### config.mk
export PLATFORM = sky130hd
export DESIGN_NAME = maze_solve_gen
export DESIGN_NICKNAME = d
export VERILOG_FILES = /design/src/rtl/maze_pkg.sv /design/src/rtl/maze_turn_sel.sv /design/src/rtl/maze_solve_gen.sv
export SDC_FILE = /design/constraint.sdc
export NUM_CORES = 1
export LEC_CHECK = 0
export CAP_MARGIN = 20
export CORE_MARGIN = 2
export CORE_UTILIZATION = 45
export CTS_CLUSTER_DIAMETER = 60
export DETAILED_ROUTE_END_ITERATION = 8
export PLACE_DENSITY = 0.76
export SLEW_MARGIN = 20
export SYNTH_ARGS = -nofsm -noshare
export SYNTH_HDL_FRONTEND = slang
export SYNTH_SLANG_ARGS = --single-unit
### constraint.sdc
create_clock -name clk -period 4.3 [get_ports clk]
set_clock_uncertainty 0.1 [all_clocks]
set_input_delay 0.645 -clock clk [delete_from_list [all_inputs] [get_ports clk]]
set_output_delay 0.645 -clock clk [all_outputs]
set_load 0.03 [all_outputs]
### src/rtl/maze_pkg.sv
// Shared types for the wall-following maze solver: FSM states, policy and turn codes.
package maze_pkg;
  typedef enum logic [2:0] {S_IDLE, S_FWD, S_DECIDE, S_WAIT_HDG, S_DONE, S_FAIL} state_t;
  typedef enum logic [1:0] {POL_LEFT, POL_RIGHT, POL_ALT, POL_STRAIGHT} pol_t;
  typedef enum logic [1:0] {T_STRAIGHT, T_LEFT, T_RIGHT, T_AROUND} turn_t;
endpackage

### src/rtl/maze_turn_sel.sv
// Policy priority: picks the turn at a junction from the openings seen this cycle.
module maze_turn_sel
  import maze_pkg::*;
(
  input  pol_t  i_pol,
  input  logic  i_pref_lft,
  input  logic  i_frnt_opn,
  input  logic  i_lft_opn,
  input  logic  i_rght_opn,
  output turn_t o_turn
);
  // Alternating policy: "preferred" side first, the other side after front.
  logic  w_pref_opn, w_oth_opn;
  turn_t w_pref_t, w_oth_t;

  assign w_pref_opn = i_pref_lft ? i_lft_opn  : i_rght_opn;
  assign w_oth_opn  = i_pref_lft ? i_rght_opn : i_lft_opn;
  assign w_pref_t   = i_pref_lft ? T_LEFT     : T_RIGHT;
  assign w_oth_t    = i_pref_lft ? T_RIGHT    : T_LEFT;

  always_comb begin
    o_turn = T_AROUND;
    case (i_pol)
      POL_LEFT: begin
        if      (i_lft_opn)  o_turn = T_LEFT;
        else if (i_frnt_opn) o_turn = T_STRAIGHT;
        else if (i_rght_opn) o_turn = T_RIGHT;
      end
      POL_RIGHT: begin
        if      (i_rght_opn) o_turn = T_RIGHT;
        else if (i_frnt_opn) o_turn = T_STRAIGHT;
        else if (i_lft_opn)  o_turn = T_LEFT;
      end
      POL_ALT: begin
        if      (w_pref_opn) o_turn = w_pref_t;
        else if (i_frnt_opn) o_turn = T_STRAIGHT;
        else if (w_oth_opn)  o_turn = w_oth_t;
      end
      default: begin
        if      (i_frnt_opn) o_turn = T_STRAIGHT;
        else if (i_lft_opn)  o_turn = T_LEFT;
        else if (i_rght_opn) o_turn = T_RIGHT;
      end
    endcase
  end
endmodule

### src/rtl/maze_solve_gen.sv
// Wall-following maze solver FSM: issues heading/move pulses to navigate under a move budget.
module maze_solve_gen
  import maze_pkg::*;
#(
  parameter int                 HDG_W       = 12,
  parameter logic [HDG_W-1:0]   STARTUP_HDG = '0,
  parameter int                 MV_CNT_W    = 8,
  parameter int                 MAX_MOVES   = 200
) (
  input  logic                clk,
  input  logic                rst_n,
  input  logic                i_cmd_md,
  input  logic [1:0]          i_pol,
  input  logic                i_frnt_opn,
  input  logic                i_lft_opn,
  input  logic                i_rght_opn,
  input  logic                i_mv_cmplt,
  input  logic                i_sol_cmplt,
  output logic                o_strt_hdng,
  output logic [HDG_W-1:0]    o_dsrd_hdng,
  output logic                o_strt_mv,
  output logic                o_stp_lft,
  output logic                o_stp_rght,
  output logic                o_solving,
  output logic                o_done,
  output logic                o_fail,
  output logic [MV_CNT_W-1:0] o_mv_cnt
);
  localparam logic [HDG_W-1:0]    QTR  = {2'b01, {(HDG_W-2){1'b0}}};
  localparam logic [HDG_W-1:0]    HALF = {1'b1, {(HDG_W-1){1'b0}}};
  localparam logic [MV_CNT_W-1:0] MAXM = MV_CNT_W'(MAX_MOVES);

  state_t              r_state;
  pol_t                r_pol;
  logic                r_pref;
  logic [HDG_W-1:0]    r_hdg;
  logic                r_sh, r_sm, r_done, r_fail;
  logic [MV_CNT_W-1:0] r_cnt;
  turn_t               w_turn;
  logic                w_budget_hit;

  maze_turn_sel u_turn_sel (
    .i_pol      (r_pol),
    .i_pref_lft (r_pref),
    .i_frnt_opn (i_frnt_opn),
    .i_lft_opn  (i_lft_opn),
    .i_rght_opn (i_rght_opn),
    .o_turn     (w_turn)
  );

  assign w_budget_hit = (r_cnt == MAXM);

  always_ff @(posedge clk or negedge rst_n) begin
    if (!rst_n) begin
      r_state <= S_IDLE;
      r_pol   <= POL_LEFT;
      r_pref  <= 1'b1;
      r_hdg   <= STARTUP_HDG;
      r_sh    <= 1'b0;
      r_sm    <= 1'b0;
      r_done  <= 1'b0;
      r_fail  <= 1'b0;
      r_cnt   <= '0;
    end else begin
      r_sh <= 1'b0;
      r_sm <= 1'b0;
      case (r_state)
        S_IDLE: if (!i_cmd_md) begin
          r_pol  <= pol_t'(i_pol);
          r_pref <= 1'b1;
          r_done <= 1'b0;
          if (MAX_MOVES == 0) begin
            r_cnt   <= '0;
            r_fail  <= 1'b1;
            r_state <= S_FAIL;
          end else begin
            r_fail  <= 1'b0;
            r_cnt   <= MV_CNT_W'(1);
            r_sm    <= 1'b1;
            r_state <= S_FWD;
          end
        end
        S_FWD: begin
          if      (i_cmd_md)    r_state <= S_IDLE;
          else if (i_sol_cmplt) begin r_state <= S_DONE; r_done <= 1'b1; end
          else if (i_mv_cmplt)  r_state <= S_DECIDE;
        end
        S_DECIDE: begin
          if (i_cmd_md) r_state <= S_IDLE;
          else if (w_turn == T_STRAIGHT) begin
            if (w_budget_hit) begin r_fail <= 1'b1; r_state <= S_FAIL; end
            else begin r_sm <= 1'b1; r_cnt <= r_cnt + 1'b1; r_state <= S_FWD; end
          end else begin
            // Heading lands on the same edge as strt_hdng so navigate sees it updated.
            case (w_turn)
              T_LEFT:  r_hdg <= r_hdg + QTR;
              T_RIGHT: r_hdg <= r_hdg - QTR;
              default: begin
                r_hdg <= r_hdg + HALF;
                if (r_pol == POL_ALT) r_pref <= ~r_pref;
              end
            endcase
            r_sh    <= 1'b1;
            r_state <= S_WAIT_HDG;
          end
        end
        S_WAIT_HDG: begin
          if (i_cmd_md) r_state <= S_IDLE;
          else if (i_mv_cmplt) begin
            if (w_budget_hit) begin r_fail <= 1'b1; r_state <= S_FAIL; end
            else begin r_sm <= 1'b1; r_cnt <= r_cnt + 1'b1; r_state <= S_FWD; end
          end
        end
        default: if (i_cmd_md) r_state <= S_IDLE;
      endcase
    end
  end

  always_comb begin
    o_stp_lft  = 1'b0;
    o_stp_rght = 1'b0;
    case (r_pol)
      POL_LEFT:  o_stp_lft  = 1'b1;
      POL_RIGHT: o_stp_rght = 1'b1;
      POL_ALT:   begin o_stp_lft = r_pref; o_stp_rght = ~r_pref; end
      default:   ;
    endcase
  end

  assign o_strt_hdng = r_sh;
  assign o_strt_mv   = r_sm;
  assign o_dsrd_hdng = r_hdg;
  assign o_done      = r_done;
  assign o_fail      = r_fail;
  assign o_mv_cnt    = r_cnt;
  assign o_solving   = (r_state == S_FWD) || (r_state == S_DECIDE) || (r_state == S_WAIT_HDG);
endmodule

# [Word level (Yosys, flattened, before mapping)]
# Cells that the tools add are included.
[classes] muxes=63 addsub=4 bitwise_logic=3 reduce_logical=16 eq_ne=20
[op_table] cell="8-bit two-way mux" count=6
[op_table] cell="3-bit two-way mux" count=10
[op_table] cell="1-bit two-way mux" count=25
[op_table] cell="2-bit two-way mux" count=12
[op_table] cell="12-bit one-hot mux with 2 select lines" count=1
[op_table] cell="8-bit one-hot mux with 3 select lines" count=1
[op_table] cell="2-bit inequality test, second input constant" count=10
[op_table] cell="12-bit by 11-bit adder with 12-bit output, second input constant" count=1
[op_table] cell="12-bit adder, second input constant" count=1
[op_table] cell="3-bit one-hot mux with 4 select lines" count=1
[op_table] cell="6-bit AND reduction" count=2
[op_table] cell="12-bit by 11-bit subtractor with 12-bit output, second input constant" count=1
[op_table] cell="8-bit by 1-bit adder with 8-bit output, second input constant" count=1
[op_table] cell="8-bit equality test, second input constant" count=1
[op_table] cell="1-bit one-hot mux with 2 select lines" count=4
[op_table] cell="4-bit AND reduction" count=2
[op_table] cell="3-bit by 2-bit equality test with 1-bit output, second input constant" count=2
[op_table] cell="1-bit one-hot mux with 3 select lines" count=2
[op_table] cell="2-bit one-hot mux with 3 select lines" count=1
[op_table] cell="5-bit nonzero test" count=1
[op_table] cell="2-bit by 1-bit equality test with 1-bit output, second input constant" count=2
[op_table] cell="2-bit equality test, second input constant" count=2
[op_table] cell="2-bit logical NOT" count=2
[op_table] cell="4-bit inequality test, second input constant" count=1
[op_table] cell="other kinds (10)" count=14
[totals] out_inout_bits=27 register_bits=30 inputBits=10 elab_cells=115

# [Logic depth before layout (Yosys ltp)]
# Gate-level depths: netlist of run 1.
[depth] depth_word=11 mapped_depth=11 mapped_depth_nobuf=11

# [Cells and area by module]
# Synthesis of run 1 repeated with hierarchy kept, for this count alone.
[unflattened] hier_cells=147 hier_area_um2=1377.6
[modules_own_cells] module="maze_solve_gen" n_inst=1 area_each_um2=1320.0 cells_per_inst=139 seq_area_each_um2=501.7
[modules_own_cells] module="maze_turn_sel" n_inst=1 area_each_um2=57.6 cells_per_inst=8 seq_area_each_um2=0.0

# [Worst setup path after synthesis of run 1]
# OpenSTA, ideal clock, no wires.
[synth_timing] kind="register -> register" start="reg r_pol[0]" end="reg r_cnt[6] (netlist: o_mv_cnt[6])" n_path_buf=0 t_arrival_ns=2.521 path_stages_with_launch=11 t_required_ns=4.122 slack_ns=1.601 path_cell_list="dfrtp_1 -> inv_1 -> ha_1 -> o41ai_1 -> nor2_1 -> a21oi_1 -> ha_1 -> mux2i_1 -> or2_4 -> or4_1 -> a21oi_1"
[synth_between] elab_chain_len=5 elab_cells_between_ends=7 classes_between="eq/ne: 3; mux: 1; reduce/logical: 3"
[synth_rtl] element="from (decl)" line_no="maze_solve_gen.sv:34" text="pol_t r_pol;"
[synth_rtl] element="from (signal assigned)" line_no="maze_solve_gen.sv:69" text="r_pol <= pol_t'(i_pol);"
[synth_rtl] element="2-bit equality test, or another cell as far along" line_no="maze_turn_sel.sv:23" text="case (i_pol)"
[synth_rtl] element="2-bit one-hot mux with 3 select lines *" line_no="maze_turn_sel.sv:23"
[synth_rtl] element="2-bit logical NOT *" line_no="maze_solve_gen.sv:90" text="else if (w_turn == T_STRAIGHT) begin"
[synth_rtl] element="2-bit inequality test (no line) *"
[synth_rtl] element="6-bit AND reduction (no line) *"
[synth_rtl] element="to (signal assigned)" line_no="maze_solve_gen.sv:78" text="r_cnt <= MV_CNT_W'(1);"
[synth_rtl] element="to (signal assigned)" line_no="maze_solve_gen.sv:92" text="else begin r_sm <= 1'b1; r_cnt <= r_cnt + 1'b1; r_state <= S_FWD; end"
[synth_rtl] element="to (signal assigned)" line_no="maze_solve_gen.sv:111" text="else begin r_sm <= 1'b1; r_cnt <= r_cnt + 1'b1; r_state <= S_FWD; end"
[synth_rtl] element="to (decl)" line_no="maze_solve_gen.sv:38" text="logic [MV_CNT_W-1:0] r_cnt;"
# Every way passes the cells marked *; elsewhere a longest branch is shown, timed or not.
# A chain may end at the register's enable or synchronous reset.

# [Worst setup path after layout of run 1]
# Same ends and word-level chain as after synthesis.

==> results of run 1 <==
-- layer usage --
metal	wire, µm	part of all wire
met5	0	0
met4	21	0.0079
met3	149	0.056
met2	1310	0.49
met1	1190	0.45
-- report_power, final --
part           internal, mW  switching (mW)
logic                0.0712           0.108
clock network        0.0516          0.0568
registers             0.204          0.0163
-- flip-flops by register name (all words and copies together), names as in the netlist --
signal,flops
o_fail,1
r_pol,2
o_done,1
o_mv_cnt,8
o_dsrd_hdng,2
r_pref,1
o_strt_mv,1
o_strt_hdng,1
r_state,3
-- cell families (layout without fill, tap and decap cells) --
logic type      Yosys count  after routing  synth area share
simple gates             59             59             0.245
compound gates           26             26             0.131
buf+inv                  24             40             0.105
flops                    20             20             0.389
fa+ha+maj                 8              8            0.0776
xor+xnor                  5              5            0.0340
mux                       2              2            0.0155
other cells               1             10           0.00291
-- cell type report --
type,count,area (µm²)
well taps,31,38.8
clock buffers,4,36.3
inverters,10,37.5
flip-flops and latches,20,502
repair buffers,26,260
multi-input cells,110,687
fillers,250,1170
-- cells in the final DEF, fill, tap and decap left out, types with 2 or more instances in the layout --
cell type and n:
a21oi_1 8, nor2b_1 4, o21ai_0 6, xor2_1 2, nand2_1 9, nor3b_1 2
clkdlybuf4s50_1 26, nand3_1 8, nand2b_1 2, ha_1 8, nor2_1 17, mux2i_1 2
o31ai_1 2, nor3_1 5, conb_1 10, xnor2_1 3, clkbuf_4 3, inv_1 10
dfrtp_1 19
-- final timing paths --
path	startpoint	to	slack, ps	cells after the start
setup / recovery	r_pol[0]	o_mv_cnt[6]	1240	10
hold / removal	o_dsrd_hdng[11]	o_dsrd_hdng[11]	380	1
setup reg to reg	r_pol[0]	o_mv_cnt[6]	1240	10
hold reg to reg	o_dsrd_hdng[11]	o_dsrd_hdng[11]	380	1
max in group asynchronous	rst_n	o_mv_cnt[3]	2820	1
min in group asynchronous	rst_n	o_mv_cnt[6]	730	1
-- critical path: cells and delay by family, from the launching register on --
| kind | cells | cell delay [ps] |
|---|---|---|
| and+or+nand+nor | 3 | 880 |
| AOI/OAI and AO/OA | 3 | 880 |
| DFF | 1 | 390 |
| muxes | 1 | 170 |
| adders and majority gates | 2 | 500 |
| buffers and inverters | 1 | 90 |
-- stage by stage --
step / setup WS (ps) / hold slack, ps
after floorplan: 1600 / 249
after global placement: 1320 / 366
after detailed placement: 1200 / 368
after CTS: 1220 / 390
after global routing: 1050 / 402
final: 1240 / 384
==> metrics.cfg, run 1 <==
[status]
outcome=complete, no violations

[placed_design]
placed_cell_area_um2=1530
io_buffers=26
gp_congestion=0.789
place_hpwl_um=2040
dp_cells=197

[drt]
drtPass1Iterations=4
avgViaCountPerCell=5.47
ant_nets=0
post_drt_wl_per_cell_um=13.3
drtIter0Drc=26
num_vias=1099
drt-total-wl_um=2670
drc=0

[critical_path]
critPathRequiredTime_ps=4430
start_kind=flop
cp_max_fo=5
slowest_stage=o41ai_1
path_cells=inv_1 -> ha_1 -> o41ai_1 -> nor2_1 -> a21oi_1 -> ha_1 -> mux2i_1 -> or2_4 -> or4_1 -> a21oi_1
worstPathArrival_ps=3190
end_kind=flop
critPathKind=reg2reg
cp_slowest_stage_delay_ps=500

[die]
rows=19
core_area_um2=2730
io_pins=37
start_util=0.472
dieArea_um2=3310
die_w_um=57.5
die_h_um=57.5

[timing]
setup-violations-final=0
finalHoldViolCount=0
max_freq_mhz=327
maxSlewHeadroom=0.406
period_minus_slack_ps=3060
worst_pin_slew_ps=888
finalSetupTns_ps=0
slew_viol_final=0
fin_crit_sh=0.712
rsz0062_at_grt=no

[finish]
fin_area_um2=1560
fin_nets=189
antenna_cells=0
drive_above_1_share=0.0529
final_cell_count_no_fill=201
fin_util=0.571
area_delta_synth_final_pct=21.0

[yosys]
synth_enable_flop_cells=0
ys_types=43
ys_warn_count=0
ys_top_cells_by_area=dfrtp_1, ha_1, buf_4, nor2_1, a21oi_1
synth_seq_cells=20
synth_top_area_frac=0.369
syn_area_um2=1290
synth.cells.most_frequent=dfrtp_1, nor2_1, buf_4, inv_1, nand2_1
yosysMostFrequentCell=dfrtp_1
ys.flop_type=dfrtp_1
synth_cells=145
synth.avg_cell_area_um2=8.90
async_reset_ff_frac=1.00
yosysSeqAreaShare=0.389
yosysTopAreaCell=dfrtp_1

[clock_network]
clk_path_buf_depth=2
htreeDepth=1
cts_resized=0
cts-root-buf=clkbuf_4
clkSinkCount=20
cts_setup_buffers=0
cts_made_buffers=3
clk_pin_slew_ps=120
tritoncts=built
postCtsHoldBufs=0
insertion_delay_ps=300

[global_route]
grt_overflow=0
track_usage=0.173
top_usage_layer=met2
globalRouteMet2Util=0.308
first_global_vias=1103
use_met1=0.219
use_met3=0.0272
antenna_found_initial=0
grt_start_max_net_pins=21
grt_pass1_wl_um=4590

[power]
p_per_area_nw_per_um2=325
irDropWorstVdd_mv=0.222
p_leak_nw=0.701
power_mw=0.508

[min_path]
hold_class=reg2reg

[job]
maxCapViolCount=0

Power figures use the tool's default switching activity.
==> run 2: changes to the inputs <==
==> constraint.sdc (replaced) <==
create_clock -name clk -period 3.1 [get_ports clk]
set_clock_uncertainty 0.1 [all_clocks]
set_input_delay 0.465 -clock clk [delete_from_list [all_inputs] [get_ports clk]]
set_output_delay 0.465 -clock clk [all_outputs]
set_load 0.03 [all_outputs]
==> run 2 against run 1 <==
Against the previous run: sequential share of layout area decreased by 0.31 points; worst hold slack hardly changed; flip-flop and latch count is the same; highest routed layer unchanged; critical path depth unchanged; clock power increased by 41%; global-route usage shrank 1.3 points; first-iteration DRC count rose by 15%; combinational power is 42% higher; largest power group unchanged; routed wire length grew 2.5%.
==> metrics.cfg, run 2 (same netlist as run 1, synthesis figures left out) <==
[finish]
antenna_cells=0  ; unchanged
register_area_um2=502  ; unchanged
final_cell_count_no_fill=202  ; +0.50%
largest_register_ffs=8  ; unchanged
fillCellCount=248  ; -0.80%
drive_above_1_share=0.0643  ; +0.0114
area_delta_synth_final_pct=22.2
fin_nets=190  ; +0.53%
layout_commonest_cell=clkdlybuf4s50_1
mostFrequentLayoutCells=clkdlybuf4s50_1, dfrtp_1, nor2_1
multi_input_area_um2=694  ; +1.1%

[power]
p_leak_nw=0.711  ; +1.4%
p_per_area_nw_per_um2=451  ; +39%
irDropWorstVdd_mv=0.379  ; +71%
power_mw=0.712  ; +40%

[drt]
avgViaCountPerCell=5.59  ; +2.2%
drtIter0Drc=30  ; +15%
drt-total-wl_um=2740  ; +2.5%
ant_nets=0  ; unchanged
drc=0  ; unchanged
num_vias=1129  ; +2.7%
post_drt_wl_per_cell_um=13.5  ; +2.0%
drtPass1Iterations=4  ; unchanged

[job]
maxCapViolCount=0  ; unchanged

[timing]
period_minus_slack_ps=2900  ; -157 ps
finalHoldViolCount=0  ; unchanged
max_freq_mhz=344  ; +5.4%
finalSetupTns_ps=0  ; unchanged
setup-violations-final=0  ; unchanged
fin_crit_sh=0.937  ; +0.225
worst_pin_slew_ps=867  ; -20.4 ps
rsz0062_at_grt=no
slew_viol_final=0  ; unchanged
hold_slack_ps=384  ; +0.447 ps
maxSlewHeadroom=0.420  ; +0.0136

[global_route]
first_global_vias=1051  ; -4.7%
antenna_found_initial=0  ; unchanged
grt_overflow=0  ; unchanged
track_usage=0.159  ; -0.0132
grt_start_max_net_pins=21  ; unchanged
grt_pass1_wl_um=4260  ; -7.1%

[clock_network]
clk_path_buf_depth=2  ; unchanged
postCtsHoldBufs=0  ; unchanged
tritoncts=built
clkSinkCount=20  ; unchanged
cts_made_buffers=3  ; unchanged
insertion_delay_ps=300  ; about the same
cts_resized=0  ; unchanged
clk_pin_slew_ps=120  ; about the same
cts_setup_buffers=0  ; unchanged
cts-root-buf=clkbuf_4
htreeDepth=1  ; unchanged

[die]
core_area_um2=2730  ; unchanged
die_h_um=57.5  ; unchanged
die_w_um=57.5  ; unchanged
io_pins=37  ; unchanged
start_util=0.472  ; unchanged
dieArea_um2=3310  ; unchanged
rows=19  ; unchanged

[critical_path]
cp_max_fo=5  ; unchanged
end_kind=flop
critPathKind=reg2reg
worstPathArrival_ps=3030  ; -160 ps
slowest_stage=or4_1
cp_slowest_stage_delay_ps=490  ; about the same
start_kind=flop
critPathRequiredTime_ps=3230  ; -1200 ps
path_cells=inv_1 -> ha_1 -> o41ai_2 -> nor2_1 -> a21oi_1 -> ha_1 -> mux2i_1 -> or2_4 -> or4_1 -> a21oi_1

[placed_design]
place_hpwl_um=2060  ; +0.78%
gp_congestion=0.779  ; -1.3%
dp_cells=198  ; +0.51%
io_buffers=26  ; unchanged

[min_path]
hold_class=reg2reg

[status]
outcome=complete, no violations

run 2: changes by cell type in the layout (fill, tap and decap cells not counted):
cell	previous run	this run
o41ai_2	0	1
o41ai_1	1	0
buf_4	0	1
run 2: metal layers:
layer | up-vias | track usage | part of all wire
met5 | - | 0 | 0
met4 | 0 | 0.0432 | 0.0040
met3 | 2 | 0.0227 | 0.053
met2 | 51 | 0.300 | 0.49
met1 | 541 | 0.186 | 0.45
li1 | 535 | - | -
run 2: area by class of cell:
cell class	instances	area share
multi-input cells	110	0.440
flip-flops and latches	20	0.318
repair buffers	27	0.170
well taps	31	0.0246
inverters	10	0.0238
clock buffers	4	0.0230
run 2: worst paths after layout:
kind	startpoint	end	slack [ps]	depth (start not counted)
hold reg to reg	o_dsrd_hdng[11]	o_dsrd_hdng[11]	380	1
setup reg to reg	r_pol[0]	o_mv_cnt[6]	200	10
max in group asynchronous	rst_n	o_dsrd_hdng[10]	1820	1
min in group asynchronous	rst_n	o_mv_cnt[2]	550	1
hold / removal	o_dsrd_hdng[11]	o_dsrd_hdng[11]	380	1
setup / recovery	r_pol[0]	o_mv_cnt[6]	200	10
run 2: report_power, final:
part           switching [mW]  internal (mW)
clock                  0.0800         0.0716
sequential             0.0232          0.283
combinational           0.152          0.102
run 2: worst max-delay path: cells and delay by family (launching register included):
kind                     cells  cell delay [ps]
AO/OA/AOI/OAI                3              720
adder cells (fa/ha/maj)      2              490
buffers and inverters        1               90
flip-flops                   1              400
multiplexers                 1              160
AND/OR/NAND/NOR              3              860
run 2: through the flow:
step / utilization / worst slack, ps / cell area [µm²]
2_1_floorplan: - / 401 / 1320
3_3_place_gp: 0.561 / 300 / 1530
3_5_place_dp: 0.561 / 174 / 1530
4_1_cts: 0.574 / 113 / 1570
5_1_grt: 0.577 / 73.2 / 1580
6_report: 0.577 / 196 / 1580
